File: src/rtl/calc_pkg.sv
// rtl/calc_pkg.sv - shared types and sizes for the calculator result path
package calc_pkg;

    localparam int CALC_WIDTH = 8;
    localparam int BCD_DIGITS = 3;

    typedef logic [3:0] bcd_digit_t;

    typedef enum logic [1:0] {
        ST_IDLE  = 2'd0,
        ST_SHIFT = 2'd1,
        ST_DONE  = 2'd2
    } state_t;

endpackage

File: src/rtl/bcd_add3.sv
// rtl/bcd_add3.sv - double-dabble digit corrector: adds 3 to any digit of 5 or more
module bcd_add3
    import calc_pkg::*;
(
    input  bcd_digit_t din,
    output bcd_digit_t dout
);

    always_comb begin
        dout = (din >= 4'd5) ? din + 4'd3 : din;
    end

endmodule

File: src/rtl/bin2bcd_seq.sv
// rtl/bin2bcd_seq.sv - iterative binary to BCD converter with sign and blanking flags
module bin2bcd_seq
    import calc_pkg::*;
#(
    parameter int WIDTH  = CALC_WIDTH,
    parameter int DIGITS = BCD_DIGITS
) (
    input  logic             clk,
    input  logic             reset,
    input  logic             start,
    input  logic [WIDTH-1:0] bin,
    input  logic             is_signed,
    output logic             busy,
    output logic             done,
    output bcd_digit_t       bcd_hund,
    output bcd_digit_t       bcd_tens,
    output bcd_digit_t       bcd_ones,
    output logic             neg,
    output logic             blank_hund,
    output logic             blank_tens
);

    localparam int CW = $clog2(WIDTH + 1);
    localparam int BW = 4 * DIGITS;

    state_t           state_q, state_d;
    logic [CW-1:0]    cnt_q, cnt_d;
    logic [BW-1:0]    bcd_q, bcd_d, bcd_adj;
    logic [WIDTH-1:0] mag_q, mag_d;
    logic             sign_q, sign_d;
    logic             busy_q, busy_d;
    logic             done_q, done_d;
    bcd_digit_t       hund_q, hund_d, tens_q, tens_d, ones_q, ones_d;
    logic             neg_q, neg_d;
    logic             blank_hund_q, blank_hund_d;
    logic             blank_tens_q, blank_tens_d;
    logic             accept;
    logic             last_shift;
    logic [BW+WIDTH-1:0] work;

    for (genvar g = 0; g < DIGITS; g++) begin : g_add3
        bcd_add3 u_add3 (
            .din  (bcd_q[4*g +: 4]),
            .dout (bcd_adj[4*g +: 4])
        );
    end

    assign accept     = start && (state_q == ST_IDLE || state_q == ST_DONE);
    assign last_shift = (state_q == ST_SHIFT) && (cnt_q == CW'(1));

    always_comb begin
        state_d = state_q;
        case (state_q)
            ST_IDLE:  if (start) state_d = ST_SHIFT;
            ST_SHIFT: if (cnt_q == CW'(1)) state_d = ST_DONE;
            ST_DONE:  state_d = start ? ST_SHIFT : ST_IDLE;
            default:  state_d = ST_IDLE;
        endcase
    end

    // Status flags are decoded from the next state so they come straight off flops.
    always_comb begin
        busy_d = (state_d == ST_SHIFT);
        done_d = (state_d == ST_DONE);
    end

    always_comb begin
        cnt_d        = cnt_q;
        bcd_d        = bcd_q;
        mag_d        = mag_q;
        sign_d       = sign_q;
        hund_d       = hund_q;
        tens_d       = tens_q;
        ones_d       = ones_q;
        neg_d        = neg_q;
        blank_hund_d = blank_hund_q;
        blank_tens_d = blank_tens_q;
        work         = {bcd_adj, mag_q} << 1;
        if (accept) begin
            sign_d = is_signed & bin[WIDTH-1];
            mag_d  = sign_d ? (~bin + WIDTH'(1)) : bin;
            bcd_d  = '0;
            cnt_d  = CW'(WIDTH);
        end else if (state_q == ST_SHIFT) begin
            bcd_d = work[BW+WIDTH-1:WIDTH];
            mag_d = work[WIDTH-1:0];
            cnt_d = cnt_q - CW'(1);
            if (last_shift) begin
                hund_d       = bcd_d[8 +: 4];
                tens_d       = bcd_d[4 +: 4];
                ones_d       = bcd_d[0 +: 4];
                neg_d        = sign_q;
                blank_hund_d = (hund_d == 4'd0);
                blank_tens_d = (hund_d == 4'd0) && (tens_d == 4'd0);
            end
        end
    end

    always_ff @(posedge clk) begin
        if (reset) begin
            state_q      <= ST_IDLE;
            cnt_q        <= '0;
            bcd_q        <= '0;
            mag_q        <= '0;
            sign_q       <= 1'b0;
            busy_q       <= 1'b0;
            done_q       <= 1'b0;
            hund_q       <= '0;
            tens_q       <= '0;
            ones_q       <= '0;
            neg_q        <= 1'b0;
            blank_hund_q <= 1'b1;
            blank_tens_q <= 1'b1;
        end else begin
            state_q      <= state_d;
            cnt_q        <= cnt_d;
            bcd_q        <= bcd_d;
            mag_q        <= mag_d;
            sign_q       <= sign_d;
            busy_q       <= busy_d;
            done_q       <= done_d;
            hund_q       <= hund_d;
            tens_q       <= tens_d;
            ones_q       <= ones_d;
            neg_q        <= neg_d;
            blank_hund_q <= blank_hund_d;
            blank_tens_q <= blank_tens_d;
        end
    end

    assign busy       = busy_q;
    assign done       = done_q;
    assign bcd_hund   = hund_q;
    assign bcd_tens   = tens_q;
    assign bcd_ones   = ones_q;
    assign neg        = neg_q;
    assign blank_hund = blank_hund_q;
    assign blank_tens = blank_tens_q;

endmodule

File: config.mk
export PLATFORM = sky130hd
export DESIGN_NAME = bin2bcd_seq
export DESIGN_NICKNAME = d
export VERILOG_FILES = /design/src/rtl/calc_pkg.sv /design/src/rtl/bcd_add3.sv /design/src/rtl/bin2bcd_seq.sv
export SDC_FILE = /design/constraint.sdc
export NUM_CORES = 1
export LEC_CHECK = 0
export ABC_AREA = 1
export BUFFER_PORTS_ARGS = -buffer_cell sky130_fd_sc_hd__buf_4
export CORE_MARGIN = 2
export CORE_UTILIZATION = 45
export CTS_CLUSTER_SIZE = 12
export DETAILED_ROUTE_END_ITERATION = 8
export GPL_TIMING_DRIVEN = 0
export HOLD_SLACK_MARGIN = 0.02
export RECOVER_POWER = 50
export SYNTH_ARGS = -nofsm -noshare
export SYNTH_HDL_FRONTEND = slang
export SYNTH_SLANG_ARGS = --single-unit
File: constraint.sdc
create_clock -name clk -period 2.01 [get_ports clk]
set_clock_uncertainty 0.2 [all_clocks]
set_input_delay 0 -clock clk [delete_from_list [all_inputs] [get_ports clk]]
set_output_delay 0 -clock clk [all_outputs]
set_load 0.02 [all_outputs]
==> After elaboration in Yosys (flattened, before gate mapping) <==
Cells that the tools add are included.
{ "word_totals": {"elab_cells": 52, "reg_bits": 44, "output_inout_bits": 17} }
{ "op_classes": {"muxes": 12, "n_reduce_logical": 10, "n_bitwise": 3, "magnitude_cmp": 3, "addsub": 5, "eq_ne": 5} }
{ "op_table": {"columns": ["cell", "count"], "rows": [
  ["8-bit two-way mux", 3],
  ["4-bit two-way mux", 4],
  ["4-bit by 3-bit greater-or-equal comparator with 1-bit output, second input constant", 3],
  ["4-bit by 2-bit adder with 4-bit output, second input constant", 2],
  ["8-bit by 1-bit adder with 8-bit output, second input constant", 1],
  ["4-bit logical NOT", 2],
  ["8-bit NOT", 1],
  ["2-bit case mux with 3 select lines", 1],
  ["2-bit by 1-bit == test with 1-bit output, second input constant", 2],
  ["2-bit == test, second input constant", 2],
  ["4-bit by 1-bit == test with 1-bit output, second input constant", 1],
  ["2-bit two-way mux", 2],
  ["4-bit by 1-bit subtractor with 4-bit output, second input constant", 1],
  ["3-bit by 2-bit adder with 3-bit output, second input constant", 1],
  ["1-bit logical AND", 3],
  ["3-bit two-way mux", 1],
  ["3-bit AND reduction", 1],
  ["2-bit logical NOT", 1],
  ["2-bit nonzero test", 1],
  ["2-bit OR reduction", 1],
  ["1-bit AND", 1],
  ["1-bit logical OR", 1],
  ["1-bit two-way mux", 1],
  ["1-bit NOT", 1]
]} }

==> Logic depth before layout (Yosys ltp) <==
{ "logic_depth": {"ltp_word": 5, "ltp_mapped": 12, "ltp_nobuf": 12} }

==> By module <==
From an unflattened synthesis, not the netlist that was laid out.
{ "unflattened": {"cells_unflattened": 310, "hier_area_um2": 2269.7} }
{ "by_module_without_submodules": {"columns": ["module", "n_inst", "seq_area_each_um2", "area_each_um2", "cells_each"], "rows": [
  ["bin2bcd_seq", 1, 880.8, 1864.3, 241],
  ["bcd_add3", 3, 0.0, 135.1, 23]
]} }

==> Worst setup path before layout <==
No wires, ideal clock.
{ "synth_path": {"path_kind": "register to register", "start": "reg bcd_q[8]", "end": "reg blank_tens_q, in the netlist blank_tens", "t_required_ns": 1.751, "setup_time_ns": 0.059, "synth_period_minus_slack_ns": 1.491, "n_path_buf": 0, "stages_incl_launch_ff": 12, "arrival_ns": 1.232, "setup_slack_ns": 0.519, "path_cell_list": "dfxtp_1 -> inv_1 -> ha_1 -> inv_1 -> nand2_1 -> nand3_1 -> nand2_1 -> o21ai_1 -> nand2_1 -> nor2_1 -> nand2_1 -> nand2_1"} }
{ "synth_between": {"elab_chain_cells": 4, "word_cells_on_any_way": 5} }
{ "synth_rtl": {"columns": ["item", "line", "text"], "rows": [
  ["start, declared", "bin2bcd_seq.sv:28", "logic [BW-1:0] bcd_q, bcd_d, bcd_adj;"],
  ["start signal, assigned", "bin2bcd_seq.sv:103", "bcd_q <= '0;"],
  ["start signal, assigned", "bin2bcd_seq.sv:117", "bcd_q <= bcd_d;"],
  ["4-bit by 3-bit greater-or-equal comparator with 1-bit output or 3-bit by 2-bit adder with 3-bit output (tied branches)", "bcd_add3.sv:10", "dout = (din >= 4'd5) ? din + 4'd3 : din;"],
  ["3-bit two-way mux *", "bcd_add3.sv:10", null],
  ["4-bit logical NOT *", "bin2bcd_seq.sv:94", "blank_tens_d = (hund_d == 4'd0) && (tens_d == 4'd0);"],
  ["1-bit logical AND *", "bin2bcd_seq.sv:94", null],
  ["end signal, assigned", "bin2bcd_seq.sv:127", "blank_tens_q <= blank_tens_d;"],
  ["end, declared", "bin2bcd_seq.sv:36", "logic blank_tens_q, blank_tens_d;"]
]} }
Mark *: on every way between the ends. The rest lies on a longest branch, timed or not.
A chain may end at the register's enable or synchronous reset.

==> Final worst setup path <==
{ "layout_path": {"start": "in bin[0]", "end": "reg mag_q[1]"} }
{ "layout_between": {"elab_chain_cells": 4} }
{ "layout_rtl": {"columns": ["item", "line", "text"], "rows": [
  ["start, declared", "bin2bcd_seq.sv:11", "input logic [WIDTH-1:0] bin,"],
  ["8-bit NOT", "bin2bcd_seq.sv:81", "mag_d = sign_d ? (~bin + WIDTH'(1)) : bin;"],
  ["8-bit by 1-bit adder with 8-bit output", "bin2bcd_seq.sv:81", null],
  ["8-bit two-way mux", "bin2bcd_seq.sv:81", null],
  ["8-bit two-way mux", "bin2bcd_seq.sv:79", "if (accept) begin"],
  ["end signal, assigned", "bin2bcd_seq.sv:118", "mag_q <= mag_d;"],
  ["end, declared", "bin2bcd_seq.sv:29", "logic [WIDTH-1:0] mag_q, mag_d;"]
]} }
Every way passes these cells.

==> flow_metrics.py <==
metrics = {
    "sta": {
        "setup_viol": 0,
        "fmax_ghz": 0.517,
        "fin_hold_ws_ns": 0.0499,
        "finalCriticalPeriod_ns": 1.93,
        "rsz0062_at_grt": "false",
        "hold_viol": 0,
        "setup_ws_ns": 0.0755,
        "drv_slew": 0,
        "period_share_pct": 96.2,
        "fin_setup_tns_ns": 0,
        "tightest_slew_ns": 0.562,
        "max_slew_margin_pct": 62.5,
    },
    "setup_path": {
        "crit_path_frequent_cell": "a21oi_1",
        "cp_cell_sequence": "dlygate4sd3_1 -> buf_4 -> inv_2 -> ha_2 -> o21ai_2 -> a21oi_1 -> a21oi_1 -> a21oi_1 -> dlygate4sd3_1",
        "cp.required_ns": 2.00,
        "critPathSlowestCell": "dlygate4sd3_1",
        "path_class": "in -> reg",
        "end_kind": "register",
        "crit_fanout": 2,
        "critical_path_arrival_ns": 1.92,
        "startpoint_type": "input pin",
        "crit_path_max_incr_delay_ns": 0.55,
    },
    "power": {
        "total_power_mw": 2.06,
        "ir_worst_vdd_uv": 460,
        "p_leak_nw": 1.21,
        "powerDensity_mw_per_mm2": 789,
    },
    "cells_and_area": {
        "multiInputGateArea_mm2": 0.00105,
        "syn_to_final_growth_pct": 22.3,
        "nets": 374,
        "drive_gt1_share_pct": 13.0,
        "diodes": 0,
        "fillers": 482,
        "fin_util_pct": 56.3,
        "seq_area_um2": 881,
    },
    "synth": {
        "synth_top_family_by_area": "simple AND/OR/NAND/NOR gates",
        "synthXorXnorAreaFrac_pct": 0.411,
        "syn_area_mm2": 0.00213,
        "synth_fp_nets": 326,
        "ys_seq_area_share_pct": 41.4,
        "synth-simple-area-share_pct": 26.6,
        "yosys.area_share.adder_pct": 5.29,
        "synth_compound_area_share_pct": 16.3,
        "synth.ff_latch_count": 44,
        "synth_cell_type_count": 24,
        "avgSynthCellArea_um2": 6.98,
        "synth_cells": 305,
        "synthMuxAreaShare_pct": 0,
        "yosysWarnings": 0,
    },
    "global_route": {
        "grt_first_pass_wirelength_mm": 8.05,
        "grt_overflow_total": 0,
        "first_global_vias": 1733,
        "grt_max_degree": 14,
        "grt_antenna_before_repair": 0,
        "grt_use_total_pct": 19.7,
    },
    "detailed_routing": {
        "post_drt_via_cell_ratio": 4.96,
        "ant_nets": 0,
        "num_vias": 2023,
        "wirelength_mm": 4.96,
        "drc_errors": 0,
        "first_pass_iters": 4,
        "first_iter_violations": 107,
        "routedWlPerCell_um": 12.2,
    },
    "clock_network": {
        "cts_tree": "yes",
        "clockBufferDepth": 2,
        "clkSlewWorstSetupHoldPaths_ns": 0.08,
        "clock-sinks": 44,
        "root_buffer": "clkbuf_8",
        "cts_buffers": 5,
        "clk-insertion-delay-late_ns": 0.29,
        "cts_setup_buffers": 0,
        "cts_htree_levels": 2,
    },
    "floorplanning": {
        "num_rows": 25,
        "core_mm2": 0.00463,
        "die_y_um": 72.8,
        "start_util_pct": 46.0,
        "ioPinCount": 29,
        "die-area_mm2": 0.00530,
        "die_width_um": 72.8,
    },
    "placement": {
        "globalplace.congestion": 0.797,
        "portBuffers": 28,
        "dpl.hpwl_mm": 3.62,
        "place_ws_ns": 0.291,
    },
    "status": {
        "status": "finished, final reports clean",
    },
    "job": {
        "maxCapViolations": 0,
    },
    "worst_hold_path": {
        "hold_path_class": "in -> reg",
    },
}
==> timing repair <==
action,CTS,global route
endpoints found under the setup margin,0,3
hold buffers,14,0
resized for setup,0,14
hold endpoints to repair,21,0
==> metal layers <==
layer | track usage, % | wire, um
met1 | 25.2 | 2450
met3 | 4.28 | 160
met4 | 6.17 | 56
met2 | 33.2 | 2300
met5 | 0 | 0
==> sequential cells by signal, summed over array words and instances (netlist names), 2 cells and up <==
register  cells
bcd_q        12
cnt_q         4
bcd_ones      4
bcd_tens      4
state_q       2
bcd_hund      4
mag_q         8
==> critical path, delay by kind of cell <==
kind | cells | cell delay [ns]
buffers and inverters | 4 | 1.28
adders and majority gates | 1 | 0.27
AOI/OAI and AO/OA | 4 | 0.39
==> area by class of cell <==
type,instances,area share [%]
multi-input cells,208,40.4
plain buffers,8,1.97
clock inverters,2,1.34
repair buffers,41,10.6
inverters,45,6.48
clock buffers,6,2.79
well taps,54,2.59
flip-flops and latches,44,33.8
==> stage by stage <==
| step | cells | cell area (um2) |
|---|---|---|
| 2_1_floorplan | 305 | 2130 |
| 3_3_place_gp | 387 | 2410 |
| 3_5_place_dp | 387 | 2410 |
| 4_1_cts | 409 | 2660 |
| 5_1_grt | 408 | 2610 |
| 6_report | 408 | 2610 |
==> worst paths after layout <==
| path | slack, ns | end | cells after the start | startpoint |
|---|---|---|---|---|
| setup / recovery | 0.08 | mag_q[1]$_SDFFE_PP0P_ | 9 | bin[0] |
| hold / removal | 0.05 | mag_q[3]$_SDFFE_PP0P_ | 8 | bin[1] |
| setup reg to reg | 0.14 | mag_q[0]$_SDFFE_PP0P_ | 8 | state_q[0]$_SDFF_PP0_ |
| hold reg to reg | 0.26 | bcd_ones[0]$_SDFFE_PP0P_ | 2 | mag_q[7]$_SDFFE_PP0P_ |
==> power by group <==
group / switching (mW) / internal (mW) / leakage (nW)
logic: 0.263 / 0.157 / 0.794
clock network: 0.298 / 0.369 / 0.0552
registers: 0.0385 / 0.930 / 0.359
==> kinds of logic after synthesis <==
family	Yosys count
and+or+nand+nor	133
AOI/OAI and AO/OA	65
buffers and inverters	53
DFF	44
adders and majority gates	9
xor gates and xnor gates	1
==> cells in the mapped netlist (all sizes together) <==
cell / n / area share [%]
a21oi: 26 / 6.1
buf: 6 / 1.8
clkbuf: 2 / 0.35
dfxtp: 44 / 41
ha: 9 / 5.3
inv: 45 / 7.9
nand2: 76 / 14
nand3: 27 / 6.3
nand3b: 1 / 0.35
nand4: 2 / 0.59
nor2: 27 / 5.6
o211ai: 5 / 1.8
o21ai: 31 / 7.3
o221ai: 1 / 0.41
o31ai: 2 / 0.70
xor2: 1 / 0.41
==> layout by cell type (no fill, tap or decap), drive strengths merged, types with 2 or more instances in the layout <==
cell type,n
nand2,76
o211ai,5
o21ai,31
nand3,27
ha,9
nor2,27
inv,45
buf,16
o31ai,2
dfxtp,44
clkbuf,26
dlygate4sd3,13
nand4,2
a21oi,26
Power figures use the tool's default switching activity.
